File: src/rtl/pll_lock_seq.sv
// PLL reset/lock sequencer on the PLL reference clock.
// Pulses the PLL reset, waits for lock with a timeout and bounded retries,
// requires lock to hold stable before releasing the downstream reset, and
// re-runs the sequence (counting the event) whenever lock drops in RUN.
module pll_lock_seq #(
  parameter int unsigned RST_PULSE_CYCLES = 16,
  parameter int unsigned LOCK_TIMEOUT     = 50000,
  parameter int unsigned STABLE_CYCLES    = 1024,
  parameter int unsigned MAX_RETRIES      = 4
) (
  input  logic       refclk,
  input  logic       rst,
  input  logic       pll_locked,
  input  logic       retry,
  output logic       pll_rst,
  output logic       sys_rst,
  output logic       ready,
  output logic       fail,
  output logic       lost_lock,
  output logic [7:0] relock_count
);

  // The shared counter never holds more than the largest per-state limit minus one.
  localparam int unsigned CntMax12 = (RST_PULSE_CYCLES > LOCK_TIMEOUT) ? RST_PULSE_CYCLES
                                                                       : LOCK_TIMEOUT;
  localparam int unsigned CntMax   = (CntMax12 > STABLE_CYCLES) ? CntMax12 : STABLE_CYCLES;
  localparam int unsigned CntW     = (CntMax > 1) ? $clog2(CntMax) : 1;
  localparam int unsigned TriesW   = (MAX_RETRIES > 1) ? $clog2(MAX_RETRIES + 1) : 1;

  localparam logic [CntW-1:0]   RstLast     = CntW'(RST_PULSE_CYCLES - 1);
  localparam logic [CntW-1:0]   TimeoutLast = CntW'(LOCK_TIMEOUT - 1);
  localparam logic [CntW-1:0]   StableLast  = CntW'(STABLE_CYCLES - 1);
  localparam logic [TriesW-1:0] TriesLast   = TriesW'(MAX_RETRIES - 1);

  typedef enum logic [2:0] {
    StResetPll,
    StWaitLock,
    StStable,
    StRun,
    StFail
  } state_e;

  state_e            state_q, state_d;
  logic [CntW-1:0]   cnt_q, cnt_d;
  logic [TriesW-1:0] tries_q, tries_d;
  logic [7:0]        relock_d;
  logic              lost_d;
  logic              lock_meta_q;
  logic              lock_s;

  // Two-flop synchronizer for the asynchronous PLL lock indication.
  always_ff @(posedge refclk) begin
    if (rst) begin
      lock_meta_q <= 1'b0;
      lock_s      <= 1'b0;
    end else begin
      lock_meta_q <= pll_locked;
      lock_s      <= lock_meta_q;
    end
  end

  // Next-state, counter, retry and lock-loss bookkeeping.
  always_comb begin
    state_d  = state_q;
    cnt_d    = cnt_q + CntW'(1);
    tries_d  = tries_q;
    lost_d   = 1'b0;
    relock_d = relock_count;
    case (state_q)
      StResetPll: begin
        if (cnt_q == RstLast) begin
          state_d = StWaitLock;
          cnt_d   = '0;
        end
      end
      StWaitLock: begin
        // Lock arriving on the timeout cycle takes priority over the retry.
        if (lock_s) begin
          state_d = StStable;
          cnt_d   = '0;
        end else if (cnt_q == TimeoutLast) begin
          cnt_d   = '0;
          state_d = StResetPll;
          if (MAX_RETRIES != 0) begin
            tries_d = tries_q + TriesW'(1);
            if (tries_q == TriesLast) begin
              state_d = StFail;
            end
          end
        end
      end
      StStable: begin
        // A lock glitch here restarts the pulse but is not a failed attempt.
        if (!lock_s) begin
          state_d = StResetPll;
          cnt_d   = '0;
        end else if (cnt_q == StableLast) begin
          state_d = StRun;
          cnt_d   = '0;
          tries_d = '0;
        end
      end
      StRun: begin
        cnt_d = cnt_q;
        if (!lock_s) begin
          state_d  = StResetPll;
          cnt_d    = '0;
          lost_d   = 1'b1;
          relock_d = (relock_count != 8'hFF) ? relock_count + 8'd1 : relock_count;
        end
      end
      StFail: begin
        cnt_d = cnt_q;
        if (retry) begin
          state_d = StResetPll;
          cnt_d   = '0;
          tries_d = '0;
        end
      end
      default: begin
        state_d = StResetPll;
        cnt_d   = '0;
      end
    endcase
  end

  // State register with outputs registered from the next state.
  always_ff @(posedge refclk) begin
    if (rst) begin
      state_q      <= StResetPll;
      cnt_q        <= '0;
      tries_q      <= '0;
      relock_count <= 8'd0;
      lost_lock    <= 1'b0;
      pll_rst      <= 1'b1;
      sys_rst      <= 1'b1;
      ready        <= 1'b0;
      fail         <= 1'b0;
    end else begin
      state_q      <= state_d;
      cnt_q        <= cnt_d;
      tries_q      <= tries_d;
      relock_count <= relock_d;
      lost_lock    <= lost_d;
      pll_rst      <= (state_d == StResetPll);
      sys_rst      <= (state_d != StRun);
      ready        <= (state_d == StRun);
      fail         <= (state_d == StFail);
    end
  end

endmodule
File: config.mk
export PLATFORM = sky130hd
export DESIGN_NAME = pll_lock_seq
export DESIGN_NICKNAME = d
export VERILOG_FILES = /design/src/rtl/pll_lock_seq.sv
export SDC_FILE = /design/constraint.sdc
export NUM_CORES = 1
export LEC_CHECK = 0
export CAP_MARGIN = 20
export CORE_MARGIN = 2
export CORE_UTILIZATION = 54
export DETAILED_ROUTE_END_ITERATION = 12
export PLACE_DENSITY = 0.84
export RECOVER_POWER = 25
export SYNTH_ARGS = -nofsm -noshare
export SYNTH_HDL_FRONTEND = slang
export SYNTH_SLANG_ARGS = --single-unit
File: constraint.sdc
create_clock -name refclk -period 2.28 [get_ports refclk]
set_clock_uncertainty 0.05 [all_clocks]
set_input_delay 0.57 -clock refclk [delete_from_list [all_inputs] [get_ports refclk]]
set_output_delay 0.57 -clock refclk [all_outputs]
set_load 0.01 [all_outputs]
Word level (Yosys, flattened, before mapping)
Index checks and enable logic that the tools add are counted.

Add/sub/neg operators: 3. Equality and inequality tests: 18. Muxes and demuxes: 24. Bitwise operators: 2. Reductions and logical operators: 7.

Operator list (count): two-way mux 16 bit (7); one-hot mux 16 bit (5 select lines) (1); two-way mux 3 bit (13); adder 16 x 1 -> 16 bit, second input constant (1); == test 16 x 10 -> 1 bit, second input constant (1); == test 16 bit, second input constant (1); == test 16 x 4 -> 1 bit, second input constant (1); one-hot mux 3 bit (5 select lines) (1); == test 3 x 2 -> 1 bit, second input constant (4); inequality test 2 bit, second input constant (6); one-hot mux 3 bit (3 select lines) (1); adder 8 x 1 -> 8 bit, second input constant (1); inequality test 8 bit, second input constant (1); == test 3 bit, second input constant (2); zero test 3 bit (2); AND reduction 6 bit (1); adder 3 x 1 -> 3 bit, second input constant (1); == test 3 x 1 -> 1 bit, second input constant (1); inequality test 3 x 2 -> 1 bit, second input constant (1); AND reduction 3 bit (1); nonzero test 3 bit (1); NOT 1 bit (2); AND reduction 2 bit (1); OR reduction 2 bit (1); two-way mux 1 bit (1).

Register bits: 37. Logic and storage cells: 65.

Logic depth before layout (Yosys ltp)
Gate-level depths: netlist of the first run.

Depth in word-level cells: 6. Depth in mapped cells: 7. Mapped depth without buffers: 6.

Worst setup path before layout of the first run
Ideal clock, no wire load.

Path kind: register to register. From: register cnt_q[0]. To: register cnt_q[4]. Arrival time: 1.923 ns. Setup slack: 0.192 ns. Cell stages (with the launch flop): 8. Path through: dfxtp_1 > ha_1 > nand3_1 > nor4_2 > nor3b_1 > o41ai_4 > buf_4 > nor2_1.

Longest elaborated chain between the ends: 4. Elaborated cells on any way between the ends: 10. Classes of those cells: add/sub (1); eq/ne (3); mux (6).

Ends and longest elaborated chain: from (decl) (line 44) `logic [CntW-1:0] cnt_q, cnt_d;`; from (signal assigned) (line 141) `cnt_q <= cnt_d;`; adder 16 x 1 -> 16 bit, or another cell as far along (line 65) `cnt_d = cnt_q + CntW'(1);`; two-way mux 16 bit, on equally long branches (line 97, 81); two-way mux 16 bit, on equally long branches (line 94, 78); one-hot mux 16 bit (5 select lines) (*) (line 69) `case (state_q)`.

Mark *: on every way between the ends. The rest lies on a longest branch, timed or not. A chain may end at the register's enable or synchronous reset.

Worst setup path after layout of the first run
From: register cnt_q[12]. To: register cnt_q[8].

Longest elaborated chain between the ends: 4. Elaborated cells on any way between the ends: 9. Classes of those cells: eq/ne (3); mux (6).

Ends and longest elaborated chain (line): == test 16 x 10 -> 1 bit / == test 16 bit (equally long branches) (97, 81); two-way mux 16 bit, on equally long branches (97, 81); two-way mux 16 bit, on equally long branches (94, 78); one-hot mux 16 bit (5 select lines) (*) (69).

Marked as above.

==> results of run 1 <==
==> layout by cell type (no fill, tap or decap), drive strengths merged, types with 4 or more instances in the layout <==
cell type	n
dfxtp	37
nor2	25
clkdlybuf4s50	15
xor2	13
buf	11
nand4	10
clkbuf	9
nand2	8
nand3	8
a21oi	8
o21ai	7
nor4	7
nor2b	5
inv	4
and4	4
nor3	4
xnor2	4
ha	4
or3	4
==> cell type report <==
type                       instances  area [µm²]  share of cell area
multi-input combinational        145        1010              0.4750
sequential                        37       740.7              0.3484
timing repair buffer              29       250.2              0.1177
clock buffer                       7       55.05             0.02590
tap                               44       55.05             0.02590
inverter                           4       15.01            0.007063
==> kinds of logic after synthesis <==
group / after synthesis
compound gates: 27
xor+xnor: 17
fa+ha+maj: 4
buf+inv: 12
flops: 37
mux: 4
simple gates: 93
==> through the flow <==
| step | area, µm² | total power, mW | cells | util | TNS, ps |
|---|---|---|---|---|---|
| final | 2126 | 1.040 | 266 | 0.6851 | 0 |
| after global routing | 2126 | 1.085 | 266 | 0.6851 | 0 |
| after CTS | 2123 | 1.051 | 266 | 0.6843 | 0 |
| after detailed placement | 2068 | 0.7163 | 259 | 0.6665 | -885.9 |
| after global placement | 2068 | 0.7132 | 259 | 0.6665 | -478.4 |
| after floorplan | 1799 | 0.6933 | 194 | - | 0 |
==> worst max-delay path: stages, from the launching register on <==
cell and delay [ps]:
dfxtp_1 360, or4_1 590, nand2b_1 210, o31a_1 330, o41ai_4 280, buf_4 210, nor2_1 50
==> flip-flops by register name (all words and copies together) (netlist names) <==
register / cells
cnt_q: 16
fail: 1
lock_meta_q: 1
lock_s: 1
lost_lock: 1
pll_rst: 1
ready: 1
relock_count: 8
state_q: 3
sys_rst: 1
tries_q: 3
==> power by group through the flow <==
stage | sequential [mW] | combinational [mW] | clock [mW]
finish | 0.656 | 0.0454 | 0.338
floorplan | 0.672 | 0.0210 | 0
global route | 0.657 | 0.0506 | 0.377
global placement | 0.670 | 0.0432 | 0
CTS | 0.656 | 0.0461 | 0.350
detailed placement | 0.671 | 0.0456 | 0
==> layer usage <==
layer,track usage,vias up
met2,0.3609,25
li1,-,765
met4,0.06079,0
met3,0.06211,4
met5,0,-
met1,0.2516,734
==> repair_timing <==
item,CTS,global route
buffers inserted,0,0
gates resized for setup,0,3
endpoints found under the setup margin,0,15
==> final timing paths <==
path | from | end | slack, ps | cells past startpoint
worst max-delay path | cnt_q[12] | cnt_q[8] | 90 | 6
worst min-delay path | lock_meta_q | lock_s | 410 | 1
worst max register to register | cnt_q[12] | cnt_q[8] | 90 | 6
worst min register to register | lock_meta_q | lock_s | 410 | 1
==> metrics.txt, run 1 <==
outcome completed; crit path time final 2193 ps; WS Path Type register to register; Final Hold Fails 0; Port-buffer cells 16; vias per inst 5.744; Hold Path Class register to register; Worst Max-Slew Pin Slew 783.0 ps; crit path launch type register; share of the synthesized area in the top cell type 0.4117; Arr. time, crit path 2360 ps; Synth Register Bits 37; main flop type after synthesis dfxtp_1; P_int 0.8192 mW; Sw Ratio 0.2120; hold buffer count at CTS 0; RSZ-0062 raised after global routing no; Clk pwr share 0.326; initial core utilization 0.5798; height of the die 61.72 µm; Final period util 0.9618; Compound-Gate Fraction of Synth Area 0.1127; NumNets Final 230; main combinational cell family by area after synthesis simple AND/OR/NAND/NOR gates; max cap viols 0; clock latency at the later pin of the worst-skew pair 330 ps; CP Max Fanout 7; Commonest cells post-synth dfxtp_1, nor2_1, xor2_1; Post-synth EDFFs 0; ant diodes 0; Seq pwr share 0.631; Max-Slew Margin vs Limit 0.4732; Final WS setup 87.06 ps; Lkg Pwr 0.7774 nW; xor/xnor cell area share of the yosys netlist 0.08275; die area 3809 µm²; io pins 17; pre-CTS setup slack -130.1 ps; leading cell types by total area after synthesis dfxtp_1, xor2_1, nor2_1; Yosys cell types 48; Inserted Clock Buffers 5; Comb pwr share 0.044; Placeable Area 3103 µm²; dominant cell type by area after synthesis dfxtp_1; DRT Wirelength 3592 µm; CTS max path bufs 2; mux contribution to synthesized area 0.02364; Root Driver clkbuf_4; dpl hpwl 2681 µm; simple logic cell fraction of the synthesized area 0.3088; PwrDens 489.1 nW/µm²; synthesized cell area 1799 µm²; endpoints failing setup 0; routability cong. 0.8271; max-slew violation count 0; WL met3 120 µm; ANT nets after route 0; first-pass GRT wire length 5851 µm; met2 wire length 1822 µm; clock-pin slew on the worst setup and hold paths 100 ps; syn_area_per_cell 9.274 µm²; vias in the first global route 1,371; H-tree levels 2; WL/cell 13.50 µm; DRT iter0 DRCs 30; Worst Hold Slack 411.0 ps; DRC 0; row count 20; die width 61.72 µm; filler cell count 265; pin count of the biggest net entering global routing 19; sequential-to-total area share from yosys stat 0.4117; total clock sinks 37; WL met1 1618 µm; Worst EP required 2450 ps; Max Used Layer met4; GRT Total Usage 0.2087; layout cells sized above 1 0.1261; total number of vias 1,528; nature of the critical path endpoint register; sw power 0.2204 mW; antenna violations before repair 0; P&R area growth vs syn 18.15%; Synth warnings 0; DRT Pass-1 Iters 4; f_max 0.4560 GHz; most frequent cell after synthesis dfxtp_1; grt ovf 0; peak supply drop 0.4172 mV; Synth Area in Adders 0.02782; synthesized instance count 194; Post-synth ARST share 0; syn nets 202; CTS tree yes
Note: power is estimated with default switching activity, not from simulation.
==> run 2: changes to the inputs <==
CORE_MARGIN = unset   (was 2)
==> run 2 against run 1 <==
Setup slack better by 48 ps. Utilization up 0.40 points. Critical path depth unchanged. First-iteration DRC count up 83%. Sequential power about the same. Clock power up 2%. Highest routed layer unchanged. Non-clock buffer count unchanged. Cell count unchanged. Sequential cell count unchanged. Maximum frequency up 2.2%. Register-to-register slack better by 50 ps.
==> metrics.txt, run 2 (same netlist as run 1, synthesis figures left out) <==
outcome completed; P_int 0.8191 mW (about the same); first-pass GRT wire length 5927 µm (+1.3%); Final Hold Fails 0 (unchanged); Post-DP Area 2061 µm² (-0.36%); flip-flop count of the largest register after layout 16 (unchanged); utilization after layout 0.6891 (+0.004032); clock-pin slew on the worst setup and hold paths 100 ps (about the same); design area 2138 µm² (+0.59%); endpoints failing setup 0 (unchanged); die width 59.72 µm (-3.2%); WS Path Type register to register; Inserted Clock Buffers 5 (unchanged); max-slew violation count 0 (unchanged); vias per inst 5.774 (+0.52%); PwrDens 489.3 nW/µm² (about the same); Worst EP required 2470 ps (+20 ps); DRT Pass-1 Iters 4 (unchanged); peak supply drop 0.3248 mV (-22%); ant diodes 0 (unchanged); CTS tree yes; row count 20 (unchanged); total clock sinks 37 (unchanged); nature of the critical path endpoint register; Final period util 0.9409 (-0.02090); crit path launch type register; height of the die 59.72 µm (-3.2%); biggest regs cnt_q (16), relock_count (8); CTS max path bufs 2 (unchanged); RSZ-0062 raised after global routing no; DRT iter0 DRCs 55 (+83%); initial core utilization 0.5798 (unchanged); setup TNS 0 ps (unchanged); Lkg Pwr 0.7770 nW (about the same); final cell count without fillers 266 (unchanged); Arr. time, crit path 2340 ps (-20 ps); Worst Hold Slack 409.1 ps (-1.838 ps); Port-buffer cells 16 (unchanged); most frequent cells in the layout dfxtp_1, nor2_1, clkdlybuf4s50_1; Reg with most FFs cnt_q; NumNets Final 230 (unchanged); dpl hpwl 2544 µm (-5.1%); clock latency at the later pin of the worst-skew pair 340 ps (about the same); DRC 0 (unchanged); commonest non-fill, non-tap cell in the layout dfxtp_1; layout cells sized above 1 0.1351 (+0.009009); grt ovf 0 (unchanged); placed cells 258 (-0.39%); Worst Max-Slew Pin Slew 766.3 ps (-16.68 ps); P&R area growth vs syn 18.85%; total number of vias 1,536 (+0.52%); Comb pwr share 0.043 (about the same); max cap viols 0 (unchanged); antenna violations before repair 0 (unchanged); f_max 0.4661 GHz (+2.2%); die area 3566 µm² (-6.4%); Max-Slew Margin vs Limit 0.4891 (+0.01593); Seq pwr share 0.627 (-0.004); vias in the first global route 1,383 (+0.88%); r2r setup slk 130 ps (+50 ps); GRT Total Usage 0.2226 (+0.01385); ANT nets after route 0 (unchanged); Placeable Area 3103 µm² (unchanged); Final Total Pwr 1.046 mW (+0.63%); sw power 0.2271 mW (+3.0%); crit path time final 2145 ps (-47.64 ps); Hold Path Class register to register; Final WS setup 134.7 ps (+47.64 ps); routability cong. 0.8292 (+0.25%); io pins 17 (unchanged); H-tree levels 2 (unchanged); WL/cell 13.27 µm (-1.8%); Sw Ratio 0.2171 (+0.005055); Clk pwr share 0.330 (+0.004); pin count of the biggest net entering global routing 19 (unchanged); pre-CTS setup slack -175.0 ps (-44.91 ps); Root Driver clkbuf_4; DRT Wirelength 3529 µm (-1.8%); CP Max Fanout 7 (unchanged)
-- run 2: cell counts in the layout (fill, tap and decap cells not counted) --
Identical to the previous run, type by type.
-- run 2: final timing paths --
kind	cells past startpoint	to	startpoint
setup / recovery	6	cnt_q[9]	cnt_q[15]
hold / removal	1	lock_s	lock_meta_q
setup reg to reg	6	cnt_q[9]	cnt_q[15]
hold reg to reg	1	lock_s	lock_meta_q
-- run 2: metal layers --
layer	routed length (µm)	GRT usage	vias to the layer above
met4	47	0.07641	0
met3	149	0.06494	5
li1	-	-	771
met5	0	0	-
met2	1699	0.3667	29
met1	1631	0.2773	731
-- run 2: cell type report --
cell class / instances / area, µm²
timing repair buffer: 29 / 250.2
inverter: 4 / 15.01
fill: 277 / 964.7
clock buffer: 7 / 55.05
multi-input combinational: 145 / 1022
tap: 44 / 55.05
sequential: 37 / 740.7
-- run 2: critical path, stage by stage (launching register included) --
cell	delay (ps)
dfxtp_1	350
or4_4	560
nand2b_1	190
o31a_1	370
o41ai_4	270
buf_4	210
nor2_1	50
-- run 2: timing repair --
action,in CTS,in global routing
resized for setup,0,5
setup endpoints to repair,0,17
buffers inserted,0,1
hold buffers,0,0
-- run 2: power groups by stage --
stage | Clock (mW) | Combinational [mW] | Sequential, mW
after floorplan | 0 | 0.0210 | 0.672
after global placement | 0 | 0.0430 | 0.670
after detailed placement | 0 | 0.0449 | 0.671
after CTS | 0.352 | 0.0456 | 0.656
after global routing | 0.374 | 0.0504 | 0.657
final | 0.345 | 0.0452 | 0.656
